[config.mk]
export PLATFORM = sky130hd
export DESIGN_NAME = mem_arbiter
export DESIGN_NICKNAME = d
export VERILOG_FILES = /design/src/rtl/mem_arbiter.sv
export SDC_FILE = /design/constraint.sdc
export NUM_CORES = 1
export LEC_CHECK = 0
export ABC_AREA = 0
export CAP_MARGIN = 40
export CORE_MARGIN = 2
export CORE_UTILIZATION = 30
export CTS_CLUSTER_SIZE = 24
export DETAILED_ROUTE_END_ITERATION = 8
export DONT_BUFFER_PORTS = 1
export MAX_ROUTING_LAYER = met4
export PLACE_DENSITY = 0.45
export SLEW_MARGIN = 0
export SYNTH_ARGS = -nofsm -noshare
export SYNTH_HDL_FRONTEND = slang
export SYNTH_SLANG_ARGS = --single-unit
[constraint.sdc]
create_clock -name clk -period 2.46 [get_ports clk]
set_clock_uncertainty 0.15 [all_clocks]
set_input_delay 0 -clock clk [delete_from_list [all_inputs] [get_ports clk]]
set_output_delay 0 -clock clk [all_outputs]
set_load 0.01 [all_outputs]
[src/rtl/mem_arbiter.sv]
// rtl/mem_arbiter.sv - CPU/VGA arbiter sharing one asynchronous SRAM
//
// Three-cycle access: IDLE (arbitrate) -> SETUP (address out) -> STROBE
// (read/write strobe) -> IDLE (done pulse, read data valid). VGA normally
// wins ties; a 4-bit wait counter lets the CPU through after STARVE_LIMIT
// consecutive losses. Every SRAM-facing output is a flop.
module mem_arbiter #(
  parameter int DATAWIDTH    = 16,
  parameter int STARVE_LIMIT = 3
) (
  input  logic                 clk,
  input  logic                 rst,
  // CPU port
  input  logic                 cpu_req,
  input  logic                 cpu_we,
  input  logic [DATAWIDTH-1:0] cpu_addr,
  input  logic [DATAWIDTH-1:0] cpu_din,
  output logic                 cpu_gnt,
  output logic                 cpu_done,
  output logic [DATAWIDTH-1:0] cpu_dout,
  // display port (read only)
  input  logic                 vga_req,
  input  logic [DATAWIDTH-1:0] vga_addr,
  output logic                 vga_done,
  output logic [DATAWIDTH-1:0] vga_dout,
  // SRAM
  output logic                 SRAM_CE,
  output logic                 SRAM_OE,
  output logic                 SRAM_WE,
  output logic [DATAWIDTH-1:0] sram_addr,
  output logic [DATAWIDTH-1:0] sram_din,
  input  logic [DATAWIDTH-1:0] sram_dout
);

  localparam logic [3:0] LIMIT = 4'(STARVE_LIMIT);

  typedef enum logic [1:0] {
    IDLE   = 2'd0,
    SETUP  = 2'd1,
    STROBE = 2'd2
  } state_t;

  state_t     state;
  logic       owner_cpu;
  logic       owner_we;
  logic [3:0] wait_cnt;
  logic       cpu_wins;

  // Winner of the current IDLE cycle: VGA by default, CPU when alone or starved
  always_comb begin
    cpu_wins = cpu_req && (!vga_req || (wait_cnt == LIMIT));
  end

  // Access sequencer with registered SRAM strobes, grant, done and read data
  always_ff @(posedge clk) begin
    if (rst) begin
      state     <= IDLE;
      owner_cpu <= 1'b0;
      owner_we  <= 1'b0;
      wait_cnt  <= 4'd0;
      SRAM_CE   <= 1'b1;
      SRAM_OE   <= 1'b1;
      SRAM_WE   <= 1'b1;
      cpu_gnt   <= 1'b0;
      cpu_done  <= 1'b0;
      vga_done  <= 1'b0;
      cpu_dout  <= '0;
      vga_dout  <= '0;
      sram_addr <= '0;
      sram_din  <= '0;
    end else begin
      cpu_done <= 1'b0;
      vga_done <= 1'b0;
      case (state)
        IDLE: begin
          SRAM_CE <= 1'b1;
          SRAM_OE <= 1'b1;
          SRAM_WE <= 1'b1;
          cpu_gnt <= 1'b0;
          if (cpu_req || vga_req) begin
            state     <= SETUP;
            owner_cpu <= cpu_wins;
            owner_we  <= cpu_wins && cpu_we;
            // Address/data are captured here; later input changes are ignored
            sram_addr <= cpu_wins ? cpu_addr : vga_addr;
            if (cpu_wins) begin
              sram_din <= cpu_din;
            end
            SRAM_CE <= 1'b0;
            SRAM_OE <= cpu_wins && cpu_we;
            cpu_gnt <= cpu_wins;
            if (cpu_wins) begin
              wait_cnt <= 4'd0;
            end else if (cpu_req && (wait_cnt != LIMIT)) begin
              wait_cnt <= wait_cnt + 4'd1;
            end
          end
        end
        SETUP: begin
          state   <= STROBE;
          SRAM_CE <= 1'b0;
          SRAM_OE <= owner_we;
          SRAM_WE <= ~owner_we;
        end
        STROBE: begin
          state   <= IDLE;
          SRAM_CE <= 1'b1;
          SRAM_OE <= 1'b1;
          SRAM_WE <= 1'b1;
          cpu_gnt <= 1'b0;
          if (!owner_we) begin
            if (owner_cpu) begin
              cpu_dout <= sram_dout;
            end else begin
              vga_dout <= sram_dout;
            end
          end
          if (owner_cpu) begin
            cpu_done <= 1'b1;
          end else begin
            vga_done <= 1'b1;
          end
        end
        default: begin
          state   <= IDLE;
          SRAM_CE <= 1'b1;
          SRAM_OE <= 1'b1;
          SRAM_WE <= 1'b1;
          cpu_gnt <= 1'b0;
        end
      endcase
    end
  end

endmodule

# [Word level (Yosys, flattened, before mapping)]
# Cells that the tools add are included.
[word_totals] mem_bits_rw=0 out_inout_bits=70 romBits=0 ff_bits=78 latchBits=0 word_cells=52 memories=0
[op_classes] n_mul=0 muxes=13 order_cmp=0 n_reduce_logical=15 n_addsub=1 shift=0 n_div=0 eq_ne=5 n_bitwise=4
[ops] operator="$mux W16" n=1
[ops] operator="$reduce_and A3 Y1" n=4
[ops] operator="$mux W4" n=2
[ops] operator="$pmux W1 S2" n=3
[ops] operator="$mux W1" n=5
[ops] operator="$add A4 B1 Y4 const B" n=1
[ops] operator="$eq A4 B2 Y1 const B" n=1
[ops] operator="$ne A4 B2 Y1 const B" n=1
[ops] operator="$not A1 Y1" n=4
[ops] operator="$pmux W2 S2" n=1
[ops] operator="$reduce_or A2 Y1" n=2
[ops] operator="$logic_and A1 B1 Y1" n=3
[ops] operator="$eq A2 B1 Y1 const B" n=1
[ops] operator="$eq A2 B2 Y1 const B" n=1
[ops] operator="$logic_not A2 Y1" n=1
[ops] operator="$logic_or A1 B1 Y1" n=2
[ops] operator="$mux W2" n=1
[ops] operator="$ne A2 B2 Y1 const B" n=1
[ops] operator="$reduce_and A2 Y1" n=1
[ops] operator="$reduce_bool A2 Y1" n=1
[ops] operator="$logic_not A1 Y1" n=1

# [Logic depth before layout (Yosys ltp)]
[depth] word_depth=6 mapped_depth=6 mapped_depth_nobuf=4

# [Worst setup path before layout]
# Ideal clock, no wire load.
[synth_timing] kind="reg2reg" from="register wait_cnt[0]" to="register sram_din[10]" t_required_ns=2.238 arrival_time_ns=1.694 stages_incl_launch_ff=6 path_slack_ns=0.545 setup_time_ns=0.072 path_cell_list="dfxtp_1 ha_1 or3b_2 a21oi_4 buf_8 mux2i_1"
[synth_via] elab_chain_len=4
[synth_rtl] item="from (decl)" line_no="46" text="logic [3:0] wait_cnt;"
[synth_rtl] item="from (signal assigned)" line_no="95" text="wait_cnt <= wait_cnt + 4'd1;"
[synth_rtl] item="$eq A4 B2 Y1" line_no="51" text="cpu_wins = cpu_req && (!vga_req || (wait_cnt == LIMIT));"
[synth_rtl] item="$logic_or A1 B1 Y1" line_no="51"
[synth_rtl] item="$logic_and A1 B1 Y1" line_no="51"
[synth_rtl] item="$reduce_and A3 Y1 (no line)"
[synth_rtl] item="to (signal assigned)" line_no="87" text="sram_din <= cpu_din;"
[synth_rtl] item="to (decl)" line_no="31" text="output logic [DATAWIDTH-1:0] sram_din,"
# Every way passes these cells.
# A chain may end at the register's enable or synchronous reset.

# [Worst setup path after layout]
[layout_timing] from="register state[1]" to="register cpu_dout[8]"
[layout_via] elab_chain_len=2
[layout_rtl] item="from (decl)" line_no="43" text="state_t state;"
[layout_rtl] item="from (signal assigned)" line_no="57" text="state <= IDLE;"
[layout_rtl] item="from (signal assigned)" line_no="81" text="state <= SETUP;"
[layout_rtl] item="from (signal assigned)" line_no="100" text="state <= STROBE;"
[layout_rtl] item="$eq A2 B2 Y1" line_no="74" text="case (state)"
[layout_rtl] item="$reduce_and A3 Y1 (no line)"
[layout_rtl] item="to (signal assigned)" line_no="113" text="cpu_dout <= sram_dout;"
[layout_rtl] item="to (decl)" line_no="20" text="output logic [DATAWIDTH-1:0] cpu_dout,"
# Every way passes these cells.

==> metrics.json <==
{
  "status": {"value": "completed"},
  "largest_net_degree_at_the_start_of_global_routing": {"value": 59},
  "synth_top_area_share": {"value": 49.0, "unit": "%"},
  "grtUsageMet1": {"value": 21.4, "unit": "%"},
  "detail_route.first_pass.iterations": {"value": 4},
  "power": {"value": 0.00278, "unit": "W"},
  "grt_util_all_layers": {"value": 16.8, "unit": "%"},
  "reg2reg_slack": {"value": 0.26, "unit": "ns"},
  "synth.top_cells.by_area": {"value": "dfxtp_1, nand2_1, a21oi_1"},
  "vias": {"value": 2888},
  "insertedDiodeCount": {"value": 0},
  "ys_dominant_reg_cell": {"value": "dfxtp_1"},
  "synth_top_area_cell": {"value": "dfxtp_1"},
  "drt.antenna.violating_nets": {"value": 0},
  "worst_rel_slew_slack": {"value": 43.9, "unit": "%"},
  "io_buffer_count": {"value": 0},
  "synthesis.area_per_instance": {"value": 8.52, "unit": "µm²"},
  "finish.cell_count_without_fillers": {"value": 572},
  "drive_gt1_share": {"value": 7.80, "unit": "%"},
  "placed_cells": {"value": 483},
  "fmax": {"value": 0.455, "unit": "GHz"},
  "clk-insertion-delay-late": {"value": 0.35, "unit": "ns"},
  "ir_drop": {"value": 0.291, "unit": "mV"},
  "dr.first_iter.drc_count": {"value": 138},
  "mappedNetlistArea": {"value": 0.00319, "unit": "mm²"},
  "post_dp_cell_area": {"value": 0.00327, "unit": "mm²"},
  "postSynthNetCount": {"value": 444},
  "synthArstFlopShare": {"value": 0, "unit": "%"},
  "grt_antenna_before_repair": {"value": 0},
  "utilization": {"value": 41.1, "unit": "%"},
  "final_slew_violations": {"value": 0},
  "initial_core_util": {"value": 30.9, "unit": "%"},
  "hpwlAfterDp": {"value": 5.77, "unit": "mm"},
  "final.fill_count": {"value": 1049},
  "crit_path_capture_type": {"value": "flop"},
  "yosysMostFrequentCell": {"value": "nand2_1"},
  "wire_per_inst": {"value": 16.0, "unit": "µm"},
  "cts_root_buffer": {"value": "clkbuf_8"},
  "final_net_count": {"value": 502},
  "min-delay-path-class": {"value": "in2reg"},
  "syn-instance-count": {"value": 374},
  "timing.final.setup_violations": {"value": 0},
  "gp_congestion": {"value": 0.737},
  "grt_pass1_wl": {"value": 14.9, "unit": "mm"},
  "yosys_warnings": {"value": 0},
  "postLayoutCellArea": {"value": 0.00425, "unit": "mm²"},
  "first_global_vias": {"value": 2861},
  "core_area": {"value": 0.0103, "unit": "mm²"},
  "max_slew.worst_pin.slew": {"value": 0.838, "unit": "ns"},
  "globalRoute.busiestLayer": {"value": "met2"},
  "route.detailed.vias_per_inst": {"value": 5.05},
  "period_needed": {"value": 2.20, "unit": "ns"},
  "worstPathRequired": {"value": 2.55, "unit": "ns"},
  "clock_tree_from_tritoncts": {"value": "yes"},
  "floorplan.io_pins": {"value": 139},
  "portion_of_the_clock_cycle_consumed_by_the_worst_path_in_the_final_layout": {"value": 89.3, "unit": "%"},
  "synth.yosys.seq_area_share": {"value": 49.0, "unit": "%"},
  "worst_setup_path_start_kind": {"value": "flop"},
  "tritoncts.num_buffers": {"value": 9},
  "clk_pin_slew_worst_paths": {"value": 0.08, "unit": "ns"},
  "worst_ep_arrival": {"value": 2.29, "unit": "ns"},
  "unrepaired_setup_endpoints_after_global_routing": {"value": "no"},
  "max-clock-path-buffers": {"value": 2},
  "die_h": {"value": 107, "unit": "µm"},
  "yosysUniqueCellTypes": {"value": 38},
  "max_cap_violations": {"value": 0},
  "clock_tree.htree_level_count": {"value": 3},
  "detail_route.wirelength": {"value": 9.17, "unit": "mm"},
  "ys_ff_latch": {"value": 78},
  "post_cts_setup_inserts": {"value": 0},
  "flow.area_growth_from_synthesis": {"value": 33.3, "unit": "%"},
  "timing.setup.tns": {"value": 0, "unit": "ns"},
  "post_synth_top_cells": {"value": "nand2_1, dfxtp_1, a21oi_1"},
  "hold_viol": {"value": 0},
  "power_leakage": {"value": 1.48, "unit": "nW"},
  "row_count": {"value": 37},
  "power_density_over_the_cells": {"value": 654, "unit": "mW/mm²"},
  "fp.dieArea": {"value": 0.0115, "unit": "mm²"},
  "cts_num_sinks": {"value": 78},
  "floorplan.die.width": {"value": 107, "unit": "µm"},
  "met2_usage": {"value": 25.5, "unit": "%"},
  "timing_worst_setup_path_type": {"value": "reg2reg"},
  "grt-ovfl-total": {"value": 0},
  "drt_drc_violations_left": {"value": 0},
  "synth-edff-count": {"value": 0},
  "timing.critical_path.fanout_max": {"value": 16},
  "groute.layer.met3.usage": {"value": 4.74, "unit": "%"}
}
per-layer routing:
metal | up-vias | part of all wire (%) | routed length, µm
met1 | 1359 | 46 | 4190
met4 | 0 | 1.3 | 119
met2 | 91 | 46 | 4210
met3 | 11 | 7.1 | 653
met5 | - | 0 | 0
li1 | 1427 | - | -
flip-flops by register name (all words and copies together), names as in the netlist:
register and cells:
SRAM_CE 1, SRAM_OE 1, SRAM_WE 1, cpu_done 1, cpu_dout 16, cpu_gnt 1
owner_cpu 1, owner_we 1, sram_addr 16, sram_din 16, state 2, vga_done 1
vga_dout 16, wait_cnt 4
layout by cell type, fill, tap and decap left out, drive strengths merged, types with 4 or more instances in the layout:
cell	count
clkbuf	9
a311oi	16
o21ai	5
mux2i	16
a21oi	55
buf	9
nand2	100
nor2	4
dlygate4sd3	73
o211ai	17
dfxtp	78
nand3	17
logic make-up (layout without fill, tap and decap cells):
kind of cell / Yosys count / in the layout / synth area share [%]
compound gates: 97 / 97 / 19.2
fa+ha+maj: 1 / 1 / 0.393
buf+inv: 38 / 100 / 5.62
flops: 78 / 78 / 49.0
mux: 16 / 16 / 5.03
simple gates: 144 / 144 / 20.7
worst paths after layout:
check              start     endpoint  cells after the start
min reg2reg  wait_cnt[1]  wait_cnt[1]                      2
max             state[1]  cpu_dout[8]                      4
max reg2reg     state[1]  cpu_dout[8]                      4
min              cpu_req  wait_cnt[1]                      3
power by group:
part	leakage, nW	internal, W	switching, W
logic	0.748	0.000164	0.000163
registers	0.636	0.00133	0.0000822
clock network	0.0973	0.000564	0.000476
total	1.48	0.00206	0.000721
metrics by stage:
| step | worst slack, ns | hold slack (ns) |
|---|---|---|
| 4_1_cts | 0.0770 | 0.0257 |
| 3_5_place_dp | 0.456 | -0.0680 |
| 6_report | 0.264 | 0.0418 |
| 5_1_grt | 0.146 | 0.101 |
| 2_1_floorplan | 0.545 | -0.0453 |
| 3_3_place_gp | 0.519 | -0.0698 |
final cells by class:
type	instances	area (µm²)	share of cell area, %
Sequential cell	78	1560	36.8
Multi-Input combinational cell	258	1470	34.7
Timing Repair Buffer	82	818	19.3
Tap cell	136	170	4.01
Clock buffer	9	124	2.92
Clock inverter	6	87.6	2.06
Inverter	3	11.3	0.265
timing repair:
item,4_1_cts,5_1_grt
resized for setup,0,2
endpoints found under the setup margin,0,5
hold buffers,74,0
hold endpoints to repair,78,0
critical path, cell delays in order, from the launching register on:
cell and delay, ns:
dfxtp_1 0.51, or4bb_4 0.71, nand2_1 0.11, a21oi_1 0.06, dlygate4sd3_1 0.56
Power figures use the tool's default switching activity.
